==> src/rtl/line_buffer_3row.sv <==
// Three-row line buffer: raster pixels in, vertically aligned row0/row1/row2 taps out, registered one cycle after in_valid.
// No backpressure: accepts at most one pixel per cycle, and the taps and position hold while in_valid is low.
module line_buffer_3row #(
    parameter int DATA_W = 8,
    parameter int IMG_W  = 28,
    parameter int IMG_H  = 28,
    localparam int COL_W = $clog2(IMG_W),
    localparam int ROW_W = $clog2(IMG_H)
) (
    input  logic              clk,
    input  logic              rst,
    input  logic              in_valid,
    input  logic [DATA_W-1:0] in_pixel,
    output logic              pixel_valid,
    output logic [DATA_W-1:0] row0,
    output logic [DATA_W-1:0] row1,
    output logic [DATA_W-1:0] row2,
    output logic [COL_W-1:0]  out_col,
    output logic [ROW_W-1:0]  out_row,
    output logic              win_valid,
    output logic              frame_done
);
    typedef enum logic {FILL, RUN} state_t;

    localparam logic [COL_W-1:0] LAST_COL = COL_W'(IMG_W - 1);
    localparam logic [ROW_W-1:0] LAST_ROW = ROW_W'(IMG_H - 1);

    state_t             state_q, state_d;
    logic [COL_W-1:0]   col_q, col_d;
    logic [ROW_W-1:0]   row_q, row_d;
    logic [DATA_W-1:0]  line_a [IMG_W];
    logic [DATA_W-1:0]  line_b [IMG_W];
    logic [DATA_W-1:0]  tap1, tap2;
    logic               last_col, last_row;

    always_comb begin
        state_d  = state_q;
        col_d    = col_q;
        row_d    = row_q;
        tap1     = '0;
        tap2     = '0;
        last_col = (col_q == LAST_COL);
        last_row = (row_q == LAST_ROW);

        // Masking keys off the frame position, so stale memory from a previous frame never reaches the taps.
        if (state_q == RUN || row_q != '0)
            tap1 = line_a[col_q];
        if (state_q == RUN)
            tap2 = line_b[col_q];

        if (in_valid) begin
            if (last_col) begin
                col_d = '0;
                row_d = last_row ? '0 : row_q + ROW_W'(1);
            end else begin
                col_d = col_q + COL_W'(1);
            end

            case (state_q)
                FILL:    if (last_col && row_q == ROW_W'(1)) state_d = RUN;
                RUN:     if (last_col && last_row)           state_d = FILL;
                default: state_d = FILL;
            endcase
        end
    end

    always_ff @(posedge clk) begin
        if (rst) begin
            state_q <= FILL;
            col_q   <= '0;
            row_q   <= '0;
        end else begin
            state_q <= state_d;
            col_q   <= col_d;
            row_q   <= row_d;
        end
    end

    // Line memories are never cleared; the non-blocking writes keep reads ahead of this cycle's update.
    always_ff @(posedge clk) begin
        if (in_valid) begin
            line_b[col_q] <= line_a[col_q];
            line_a[col_q] <= in_pixel;
        end
    end

    always_ff @(posedge clk) begin
        if (rst) begin
            pixel_valid <= 1'b0;
            row0        <= '0;
            row1        <= '0;
            row2        <= '0;
            out_col     <= '0;
            out_row     <= '0;
            win_valid   <= 1'b0;
            frame_done  <= 1'b0;
        end else begin
            pixel_valid <= in_valid;
            frame_done  <= in_valid && last_col && last_row;
            win_valid   <= pixel_valid && (out_row >= ROW_W'(2)) && (out_col >= COL_W'(2));
            if (in_valid) begin
                row0    <= in_pixel;
                row1    <= tap1;
                row2    <= tap2;
                out_col <= col_q;
                out_row <= row_q;
            end
        end
    end
endmodule

==> config.mk <==
export PLATFORM = sky130hd
export DESIGN_NAME = line_buffer_3row
export DESIGN_NICKNAME = d
export VERILOG_FILES = /design/src/rtl/line_buffer_3row.sv
export SDC_FILE = /design/constraint.sdc
export NUM_CORES = 1
export LEC_CHECK = 0
export CAP_MARGIN = 20
export CORE_MARGIN = 5
export CORE_UTILIZATION = 36
export CTS_CLUSTER_SIZE = 14
export DETAILED_ROUTE_END_ITERATION = 10
export PLACE_DENSITY = 0.58
export REMOVE_ABC_BUFFERS = 1
export SYNTH_ARGS = -nofsm -noshare
export SYNTH_HDL_FRONTEND = slang
export SYNTH_SLANG_ARGS = --single-unit
export TNS_END_PERCENT = 1
==> constraint.sdc <==
create_clock -name clk -period 2.7 [get_ports clk]
set_clock_uncertainty 0.2 [all_clocks]
set_input_delay 0.54 -clock clk [delete_from_list [all_inputs] [get_ports clk]]
set_output_delay 0.54 -clock clk [all_outputs]
set_load 0.05 [all_outputs]
==> results.ini <==
[worst_setup_path]
required_ns=1.96
critPathMaxFanout=3
cpMaxStageDelayCell=clkdlybuf4s50_1
max_stage_delay_ns=0.89
worstPathCellList=clkdlybuf4s50_1
crit_type=reg -> out
worst_setup_path_end_kind=primary output
cp_top_family=buffers and inverters
worstPathArrival_ns=1.84
cp_num_buf_inv=1
start_kind=flip-flop

[timing]
period_needed_ns=2.58
worst_slew_pin_slew_ns=0.854
fin_crit_sh=0.956
slew_viol_final=0
whs_ns=0.154
rsz0062_at_grt=no
timing.fmax_ghz=0.388
relSlewSlack=0.428
setup_viol=0
finalHoldViolCount=0
setup_tns_ns=0

[synth]
syn_area_per_cell_um2=18.4
ys.flop_type=edfxtp_1
ys_seq_area_frac=0.744
synth.distinct_cells=48
async_flop_share=0
synth_area_um2=19500
syn_inst=1061
ys.warnings.count=0
synth_edf_count=448
yosys_register_bits=501

[finish]
antennaDiodeCount=0
mostFrequentLayoutCell=edfxtp_1
fillers=4694
finalNonFillerCells=1938
final_util=0.430
area_delta_synth_final_pct=18.5
multi_input_area_um2=4600
layout-drive-gt1-share=0.211
finalNetCount=1221
seq_area_um2=14500
layout_common_cells=edfxtp_1 (448), mux2i_1 (133), buf_4 (73), mux4_2 (56), dfxtp_1 (50)

[pwr]
ir_drop_v=0.000565
p_leak_nw=7.30
powerDensity_nw_per_um2=696

[global_route]
overflow=0
grt_max_degree=39
grt_pass1_wl_um=70400
grtUsageTotal=0.158
antenna_found_initial=1
grt_pass1_vias=10500

[routing]
vias=10200
drt-initial-drc-count=881
dr.pass1.iters=5
wl_um=46900
ant_nets=0
avgViaCountPerCell=5.28
wire_per_inst_um=24.2
drcViolationCount=0

[cts]
post_cts_resized=0
clockBufferDepth=3
worstSkewPairLatency_ns=0.58
clk_pin_slew_ns=0.06
numCtsBuffers=48
cts-root-buf=clkbuf_16
cts.sinks=501
htreeDepth=2
cts_tree=done

[die]
die-area_um2=58900
rows=85
die_x_um=243
initial_core_util=0.363
die_y_um=243
core_area_um2=53700
io_pins=48

[min_path]
hp-class=in -> reg

[placed_design]
hpwl_um=28400
io_buffers=47
dp_cells=1843
place.gp.congestion=0.783

[status]
status=complete, no violations

[run]
maxCapViolCount=0

==> report_power, final <==
part | internal [mW] | total [mW] | switching (mW)
Clock | 3.69 | 6.51 | 2.82
Combinational | 0.393 | 0.978 | 0.584
Sequential | 8.57 | 8.60 | 0.0297
==> area by class of cell <==
cell class              count  area share
repair buffers            148      0.0681
well taps                 696      0.0377
inverters                   7     0.00114
multi-input cells         496       0.199
flip-flops and latches    501       0.629
clock inverters            26     0.00910
clock buffers              64      0.0564
==> worst min-delay path: cells and delay by family <==
family | cells | cell delay, ns
buffers and inverters | 1 | 0.15
AO/OA/AOI/OAI | 1 | 0.07
AND/OR/NAND/NOR | 1 | 0.12
==> timing repair <==
item	CTS	global route
setup buffers	0	5
hold buffers	0	0
setup endpoints to repair	0	1
==> cell families (layout without fill, tap and decap cells) <==
family / after synthesis / after routing / synth area share
AO/OA/AOI/OAI: 132 / 132 / 0.0456
buffers and inverters: 64 / 245 / 0.0231
multiplexers: 202 / 202 / 0.140
adder cells (fa/ha/maj): 8 / 8 / 0.00513
XOR/XNOR: 5 / 5 / 0.00225
flip-flops: 501 / 501 / 0.744
AND/OR/NAND/NOR: 149 / 149 / 0.0391
==> metal layers <==
metal	global-route usage	vias up	wire [um]
li1	-	4526	-
met1	0.213	5341	19800
met2	0.262	290	22900
met3	0.0261	82	2590
met4	0.0506	2	1600
met5	0	-	7
==> sequential cells by signal (all words and copies together) (netlist names), 5 cells and up, named ones only <==
| register | count |
|---|---|
| line_a | 224 |
| line_b | 224 |
| row0 | 8 |
| row1 | 8 |
| row2 | 8 |
| col_q | 5 |
| out_col | 5 |
| out_row | 5 |
| row_q | 5 |
==> stage by stage <==
| stage | power (mW) | worst slack, ns | instance area (um^2) |
|---|---|---|---|
| floorplan | 9.32 | -3.80 | 19100 |
| global placement | 9.74 | 0.143 | 21600 |
| detailed placement | 9.75 | 0.102 | 21600 |
| CTS | 16.2 | 0.0840 | 23100 |
| global route | 16.6 | 0.0797 | 23100 |
| finish | 16.1 | 0.120 | 23100 |
==> final timing paths <==
check / from / to / slack (ns) / cells after the start
worst max register to register: flip-flop / row1[0]$_SDFFE_PP0P_ / 0.19 / 9
worst max-delay path: out_col[4]$_SDFFE_PP0P_ / out_col[4] / 0.12 / 1
worst min register to register: row1[0]$_SDFFE_PP0P_ / row1[0]$_SDFFE_PP0P_ / 0.29 / 1
worst min-delay path: in_valid / out_col[4]$_SDFFE_PP0P_ / 0.15 / 3
==> synthesized netlist by cell type, drive strengths merged, types with 2 or more instances <==
cell | n | area (um^2)
nand3 | 13 | 65.1
nor3 | 7 | 35.0
nand2 | 24 | 92.6
nor4 | 3 | 18.8
nand4 | 2 | 12.5
clkbuf | 17 | 63.8
a21oi | 28 | 140
buf | 40 | 360
dfxtp | 53 | 1060
o22ai | 10 | 62.6
nor3b | 4 | 50.1
a311oi | 4 | 35.0
ha | 8 | 100
and3 | 8 | 50.1
edfxtp | 448 | 13500
a22oi | 36 | 270
o2bb2ai | 3 | 26.3
nor2b | 12 | 75.1
inv | 6 | 22.5
nor2 | 48 | 180
a22o | 8 | 70.1
mux2 | 13 | 146
a211oi | 5 | 37.5
mux2i | 133 | 1330
xor2 | 4 | 35.0
mux4 | 56 | 1260
o211ai | 8 | 65.1
a221oi | 8 | 70.1
o21ai | 21 | 105
nand2b | 13 | 81.3
and2 | 10 | 62.6
Note: power is estimated with default switching activity, not from simulation.
